--- src/rtl/reg_scoreboard_pkg.sv ---
// Shared definitions for the register write scoreboard: retire-bus layout,
// counter width and register-file geometry.
package reg_scoreboard_pkg;

  localparam int unsigned RF_BUS_W     = 39;
  localparam int unsigned RF_WE_BIT    = 38;
  localparam int unsigned RF_WADDR_HI  = 37;
  localparam int unsigned RF_WADDR_LO  = 33;
  localparam int unsigned RF_WDATA_HI  = 32;
  localparam int unsigned RF_WDATA_LO  = 1;
  localparam int unsigned RF_VALID_BIT = 0;

  localparam int unsigned CNT_W    = 3;
  localparam int unsigned REG_W    = 5;
  localparam int unsigned NUM_REGS = 32;

  typedef logic [CNT_W-1:0] cnt_t;
  typedef logic [REG_W-1:0] reg_idx_t;

  function automatic reg_idx_t rf_waddr(input logic [RF_BUS_W-1:0] bus);
    return bus[RF_WADDR_HI:RF_WADDR_LO];
  endfunction

endpackage

--- src/rtl/reg_scoreboard_if.sv ---
// ID-stage / retire-bus signal bundle between the pipeline and the scoreboard.
interface reg_scoreboard_if;
  import reg_scoreboard_pkg::*;

  logic                id_valid;
  reg_idx_t            id_src1;
  reg_idx_t            id_src2;
  logic                id_src1_en;
  logic                id_src2_en;
  reg_idx_t            id_dest;
  logic                id_gr_we;
  logic                es_allowin;
  logic [RF_BUS_W-1:0] rf_bus;
  logic                flush;
  logic                id_stall;
  logic                id_fire;
  logic                sb_busy;
  logic                sb_err;

  modport master (
    output id_valid, id_src1, id_src2, id_src1_en, id_src2_en, id_dest, id_gr_we,
    output es_allowin, rf_bus, flush,
    input  id_stall, id_fire, sb_busy, sb_err
  );

  modport slave (
    input  id_valid, id_src1, id_src2, id_src1_en, id_src2_en, id_dest, id_gr_we,
    input  es_allowin, rf_bus, flush,
    output id_stall, id_fire, sb_busy, sb_err
  );

endinterface

--- src/rtl/reg_scoreboard_sb_counter.sv ---
// Saturating up/down pending-write counter for one architectural register.
module sb_counter
  import reg_scoreboard_pkg::*;
#(
  parameter int unsigned MaxPend = 4
) (
  input  logic clk,
  input  logic reset,
  input  logic inc_i,
  input  logic dec_i,
  input  logic clr_i,
  output cnt_t cnt_o,
  output logic underflow_o
);

  localparam cnt_t MaxCnt = cnt_t'(MaxPend);

  cnt_t cnt_q, cnt_d;

  // Simultaneous inc and dec cancel; clear wins over both.
  always_comb begin
    cnt_d = cnt_q;
    if (clr_i) begin
      cnt_d = '0;
    end else if (inc_i && !dec_i) begin
      if (cnt_q != MaxCnt) cnt_d = cnt_q + 1'b1;
    end else if (dec_i && !inc_i) begin
      if (cnt_q != '0) cnt_d = cnt_q - 1'b1;
    end
  end

  always_ff @(posedge clk) begin
    if (reset) cnt_q <= '0;
    else       cnt_q <= cnt_d;
  end

  assign cnt_o       = cnt_q;
  assign underflow_o = dec_i & ~inc_i & ~clr_i & (cnt_q == '0);

endmodule

--- src/rtl/reg_scoreboard.sv ---
// Register write scoreboard: per-register pending-write counters that stall ID
// on RAW hazards and on a destination already at the in-flight limit.
module reg_scoreboard
  import reg_scoreboard_pkg::*;
#(
  parameter int unsigned MAX_PEND = 4
) (
  input logic             clk,
  input logic             reset,
  reg_scoreboard_if.slave sb
);

  localparam cnt_t MaxCnt = cnt_t'(MAX_PEND);

  cnt_t                  cnt [NUM_REGS];
  logic [NUM_REGS-1:1]   inc, dec, underflow, nz;
  logic                  hazard, issue_ev, retire_ev;
  logic                  rf_we, rf_valid;
  reg_idx_t              rf_addr;
  logic                  err_q, err_d;
  logic                  unused_wdata;

  assign rf_we        = sb.rf_bus[RF_WE_BIT];
  assign rf_valid     = sb.rf_bus[RF_VALID_BIT];
  assign rf_addr      = rf_waddr(sb.rf_bus);
  assign unused_wdata = ^sb.rf_bus[RF_WDATA_HI:RF_WDATA_LO];

  // r0 is hardwired: never tracked, always reads as zero.
  assign cnt[0] = '0;

  always_comb begin
    hazard = (sb.id_src1_en && (cnt[sb.id_src1] != '0))
           | (sb.id_src2_en && (cnt[sb.id_src2] != '0))
           | (sb.id_gr_we && (sb.id_dest != '0) && (cnt[sb.id_dest] == MaxCnt));
  end

  assign sb.id_stall = sb.id_valid & (hazard | sb.flush);
  assign sb.id_fire  = sb.id_valid & ~hazard & ~sb.flush & sb.es_allowin;

  assign issue_ev  = sb.id_fire & sb.id_gr_we & (sb.id_dest != '0);
  assign retire_ev = rf_valid & rf_we & (rf_addr != '0) & ~sb.flush;

  always_comb begin
    inc = '0;
    dec = '0;
    for (int i = 1; i < NUM_REGS; i++) begin
      inc[i] = issue_ev  && (sb.id_dest == reg_idx_t'(i));
      dec[i] = retire_ev && (rf_addr == reg_idx_t'(i));
    end
  end

  for (genvar g = 1; g < NUM_REGS; g++) begin : g_cnt
    sb_counter #(
      .MaxPend (MAX_PEND)
    ) u_cnt (
      .clk         (clk),
      .reset       (reset),
      .inc_i       (inc[g]),
      .dec_i       (dec[g]),
      .clr_i       (sb.flush),
      .cnt_o       (cnt[g]),
      .underflow_o (underflow[g])
    );
    assign nz[g] = (cnt[g] != '0);
  end

  // Sticky until reset; flush does not clear it.
  assign err_d = err_q | (|underflow);

  always_ff @(posedge clk) begin
    if (reset) err_q <= 1'b0;
    else       err_q <= err_d;
  end

  assign sb.sb_busy = |nz;
  assign sb.sb_err  = err_q;

endmodule

--- src/flat_wrapper.sv ---
// flat-port wrapper written by rule: the top's interface ports become plain ports
module reg_scoreboard_flat import reg_scoreboard_pkg::*;
#(
  parameter int unsigned MAX_PEND = 4
)
  (clk, reset, sb_id_valid, sb_id_src1, sb_id_src2, sb_id_src1_en, sb_id_src2_en, sb_id_dest, sb_id_gr_we, sb_es_allowin, sb_rf_bus, sb_flush, sb_id_stall, sb_id_fire, sb_sb_busy, sb_sb_err);
  reg_scoreboard_if sb_i ();
  input logic clk;
  input logic reset;
  input wire logic [$bits(sb_i.id_valid)-1:0] sb_id_valid;
  input wire logic [$bits(sb_i.id_src1)-1:0] sb_id_src1;
  input wire logic [$bits(sb_i.id_src2)-1:0] sb_id_src2;
  input wire logic [$bits(sb_i.id_src1_en)-1:0] sb_id_src1_en;
  input wire logic [$bits(sb_i.id_src2_en)-1:0] sb_id_src2_en;
  input wire logic [$bits(sb_i.id_dest)-1:0] sb_id_dest;
  input wire logic [$bits(sb_i.id_gr_we)-1:0] sb_id_gr_we;
  input wire logic [$bits(sb_i.es_allowin)-1:0] sb_es_allowin;
  input wire logic [$bits(sb_i.rf_bus)-1:0] sb_rf_bus;
  input wire logic [$bits(sb_i.flush)-1:0] sb_flush;
  output wire logic [$bits(sb_i.id_stall)-1:0] sb_id_stall;
  output wire logic [$bits(sb_i.id_fire)-1:0] sb_id_fire;
  output wire logic [$bits(sb_i.sb_busy)-1:0] sb_sb_busy;
  output wire logic [$bits(sb_i.sb_err)-1:0] sb_sb_err;
  assign sb_i.id_valid = sb_id_valid;
  assign sb_i.id_src1 = sb_id_src1;
  assign sb_i.id_src2 = sb_id_src2;
  assign sb_i.id_src1_en = sb_id_src1_en;
  assign sb_i.id_src2_en = sb_id_src2_en;
  assign sb_i.id_dest = sb_id_dest;
  assign sb_i.id_gr_we = sb_id_gr_we;
  assign sb_i.es_allowin = sb_es_allowin;
  assign sb_i.rf_bus = sb_rf_bus;
  assign sb_i.flush = sb_flush;
  assign sb_id_stall = sb_i.id_stall;
  assign sb_id_fire = sb_i.id_fire;
  assign sb_sb_busy = sb_i.sb_busy;
  assign sb_sb_err = sb_i.sb_err;
  reg_scoreboard #(.MAX_PEND(MAX_PEND)) u_core (.clk(clk), .reset(reset), .sb(sb_i));
endmodule
--- config.mk ---
export PLATFORM = sky130hd
export DESIGN_NAME = reg_scoreboard_flat
export DESIGN_NICKNAME = d
export VERILOG_FILES = /design/src/rtl/reg_scoreboard_pkg.sv /design/src/rtl/reg_scoreboard_if.sv /design/src/rtl/reg_scoreboard_sb_counter.sv /design/src/rtl/reg_scoreboard.sv /design/src/flat_wrapper.sv
export SDC_FILE = /design/constraint.sdc
export NUM_CORES = 1
export LEC_CHECK = 0
export BUFFER_PORTS_ARGS = -buffer_cell sky130_fd_sc_hd__buf_2
export CAP_MARGIN = 40
export CORE_MARGIN = 1.5
export CORE_UTILIZATION = 50
export CTS_CLUSTER_DIAMETER = 80
export DETAILED_ROUTE_END_ITERATION = 7
export GPL_TIMING_DRIVEN = 0
export PLACE_DENSITY = 0.71
export SKIP_CTS_REPAIR_TIMING = 1
export SYNTH_ARGS = -nofsm -noshare
export SYNTH_HDL_FRONTEND = slang
export SYNTH_SLANG_ARGS = --single-unit
--- constraint.sdc ---
create_clock -name clk -period 3.7 [get_ports clk]
set_input_delay 0 -clock clk [delete_from_list [all_inputs] [get_ports clk]]
set_output_delay 0 -clock clk [all_outputs]
set_load 0.05 [all_outputs]
==> key figures <==
Logic synthesis
  • Async SR Flop Fraction: 0%
  • Most common flop cell mapped by yosys: dfxtp_1
  • Count of flip-flops with a built-in enable after synthesis: 0
  • Number of distinct library cell variants in the gate-level netlist after synthesis: 62
  • Post-synthesis cell count: 1069
  • Mean instance size in the synthesized netlist: 7.82 µm²
  • Synth Register Bits: 94
  • Ys Warns: 0
  • Net count after synthesis: 1224
  • Post-synthesis cell area: 0.00836 mm²
  • Portion of the post-synthesis area used by sequential elements: 22.5%

Timing
  • Post-layout minimum cycle time: 4150 ps
  • Hold Slack: 142 ps
  • Final setup slack of the worst path: -446 ps
  • Worst max-slew margin expressed relative to the limit: 23.2%
  • Number of max-slew violations in the final report: 0
  • Maximum clock rate: 0.241 GHz
  • Fin crit share: 112%
  • RSZ-0062 raised after global routing: yes
  • Hold Violations, Final: 0
  • Number of setup violations in the final report: 48
  • Transition at the pin with the smallest max-transition slack: 1150 ps
  • Setup TNS Final: -7480 ps
  • Post-route clock skew: 10.2 ps

Power and ir drop
  • Power Density: 222 mW/mm²
  • Maximum vdd drop: 312 µV
  • Cell leakage power: 0.00387 µW

Detailed routing
  • Total number of vias: 8771
  • Via-to-Cell Ratio: 6.22
  • Initial detailed-routing violation count: 1081
  • Routed WL: 29500 µm
  • DRC violation count after routing: 0
  • Antenna-violating nets left: 0
  • Pre-antenna DRT Iters: 6
  • Per-cell routed wire length: 21.0 µm

Placement
  • Placer Congestion: 1.07
  • I/O Buffers: 31
  • Cell total after placement: 1322
  • Placed wire-length estimate: 20500 µm
  • Area after DPL: 0.00887 mm²

Global route
  • Largest net degree at the start of global routing: 18
  • Residual overflow from global routing: 0
  • Antenna violations before repair: 0
  • Vias in the first global route: 7451
  • Global routing usage summed across all routing layers: 31.2%
  • First-pass GRT wire length: 41900 µm

Clock network
  • Maximum clock path buffer count: 2
  • Clk root buf: clkbuf_16
  • Number of H-tree levels: 3
  • Insertion delay to the later sink of the worst-skew pair: 370 ps
  • Clock tree sinks: 94
  • Number of CTS-inserted buffers: 9
  • Post-CTS clock slew at the launch and capture registers of the worst setup and hold paths: 70 ps
  • TritonCTS clock tree: done

Finish
  • Commonest cells after routing, fill and taps aside: nor2_1, nand2_1, dfxtp_1
  • Antenna diodes: 0
  • Area occupied by multi-input gates: 0.00719 mm²
  • Share of layout cells above drive strength 1: 32.0%
  • Commonest non-fill, non-tap cell in the layout: nor2_1
  • Final-stage net count: 1340
  • Number of cells in the finished layout apart from fillers: 1410
  • Sequential standard cell area: 0.00189 mm²
  • Relative area change from synthesis to final layout: 31.6%
  • Final std cell area, no fill: 0.0110 mm²
  • Number of fill cells in the layout: 1344

Critical path
  • Crit start category: register
  • Kind of end point of the critical path: register
  • Type of the setup path with the least slack: reg2reg
  • Data arrival at the endpoint of the critical path: 4420 ps
  • Worst Path Required: 3970 ps
  • Timing startpoint of the critical path: u_core.g_cnt[27].u_cnt.cnt_o[0]$_SDFFE_PP0P_
  • Cells on worst reg2reg path: 18
  • Critical path fanouts, max: 7
  • Launching point of the worst reg2reg path: u_core.g_cnt[27].u_cnt.cnt_o[0]$_SDFFE_PP0P_

Hold path
  • Startpoint of the tightest hold check path: sb_flush
  • Min-delay worst type: in2reg
  • Worst hold path cell count: 3

Die
  • Die ar.: 0.0175 mm²
  • Std cell rows: 47
  • Starting utilization of the core area: 50.8%
  • X dimension of the die: 132 µm
  • CORE AREA: 0.0165 mm²
  • Count of pins on the block boundary: 66
  • Height of the die: 132 µm

Flow run
  • Reported max-cap violation count: 0

Outcome
  • Outcome: complete, but fails checks
  • Failing checks: negative setup slack
## per-stage QoR
stage | worst slack, ps | power [µW] | utilization (%)
after floorplan | -29.6 | 1180 | -
after global placement | -1010 | 1280 | 53.8
after detailed placement | -993 | 1280 | 53.9
after CTS | -991 | 2340 | 55.8
after global routing | -517 | 2500 | 66.8
final | -446 | 2440 | 66.8
## cells in the mapped netlist, types with 4 or more instances
master / number / area (µm²)
nor2_1: 139 / 522
nand2_1: 134 / 503
dfxtp_1: 94 / 1880
a21oi_1: 79 / 395
inv_1: 72 / 270
ha_1: 62 / 776
nor3_1: 45 / 225
o21ai_0: 40 / 200
xnor2_1: 36 / 315
fa_1: 31 / 621
xor2_1: 31 / 272
clkbuf_1: 29 / 109
nor4_1: 29 / 181
mux2i_1: 22 / 220
or3_1: 18 / 113
or4_1: 17 / 128
o221a_2: 13 / 146
a311oi_1: 12 / 105
a31oi_1: 12 / 75.1
nand4_1: 12 / 75.1
buf_2: 10 / 50.1
nor2b_1: 10 / 62.6
nand2b_1: 9 / 56.3
nor4b_1: 9 / 78.8
a221oi_1: 8 / 70.1
a22o_1: 8 / 70.1
mux4_2: 8 / 180
a211oi_1: 6 / 45.0
nand3_1: 5 / 25.0
o211ai_1: 5 / 37.5
o22ai_1: 5 / 31.3
or2_2: 5 / 31.3
nor3b_1: 4 / 30.0
o21a_1: 4 / 30.0
## worst paths after layout
check	slack, ps	end
worst min register to register	440	u_core.sb.sb_err$_SDFF_PP0_
worst max-delay path	-450	u_core.g_cnt[22].u_cnt.cnt_o[2]$_SDFFE_PP0P_
worst min-delay path	140	u_core.sb.sb_err$_SDFF_PP0_
worst max register to register	-450	u_core.g_cnt[22].u_cnt.cnt_o[2]$_SDFFE_PP0P_
## power by group
group / switching, µW / total [µW] / internal, µW
Clock: 465 / 1070 / 601
Sequential: 0.238 / 1010 / 1010
Combinational: 241 / 362 / 122
## final cells by class
class,instances,share of cell area (%)
Sequential cell,94,17.2
Clock buffer,9,2.05
Multi-Input combinational cell,860,65.4
Timing Repair Buffer,106,7.19
Clock inverter,7,0.933
Buffer,42,2.33
Inverter,72,2.46
Tap cell,220,2.50
## per-layer routing
layer | share of wire (%) | vias to the layer above | track usage, % | wire, µm
met1 | 41 | 4185 | 43.1 | 12200
met2 | 44 | 449 | 46.7 | 13100
met4 | 5.7 | 0 | 15.2 | 1670
met5 | 0 | - | 0 | 0
li1 | - | 4013 | - | -
met3 | 8.8 | 124 | 6.07 | 2590
## kinds of logic after synthesis
group | Yosys count | synth area share [%]
buffers and inverters | 115 | 5.58
xor gates and xnor gates | 67 | 7.02
adders and majority gates | 93 | 16.7
AOI/OAI and AO/OA | 210 | 16.4
and+or+nand+nor | 458 | 26.8
muxes | 32 | 5.06
DFF | 94 | 22.5
## state kept, by name, summed over array words and instances, names as in the netlist
register / count
u_core.g_cnt.u_cnt.cnt_o: 93
u_core.sb.sb_err: 1
## critical path: stages (launching register included)
cell and delay (ps):
dfxtp_1 380, nor3_2 550, mux4_2 370, nor2_1 50, o211ai_2 170, o211ai_1 150
a221o_1 310, buf_6 140, buf_12 140, clkbuf_16 160, nor4_4 310, ha_2 280
inv_2 50, fa_2 370, nor3_2 170, a21oi_1 70, nor2_1 90, nor2_1 50
a311oi_1 230
No activity file was read; power rests on OpenSTA's default activity.
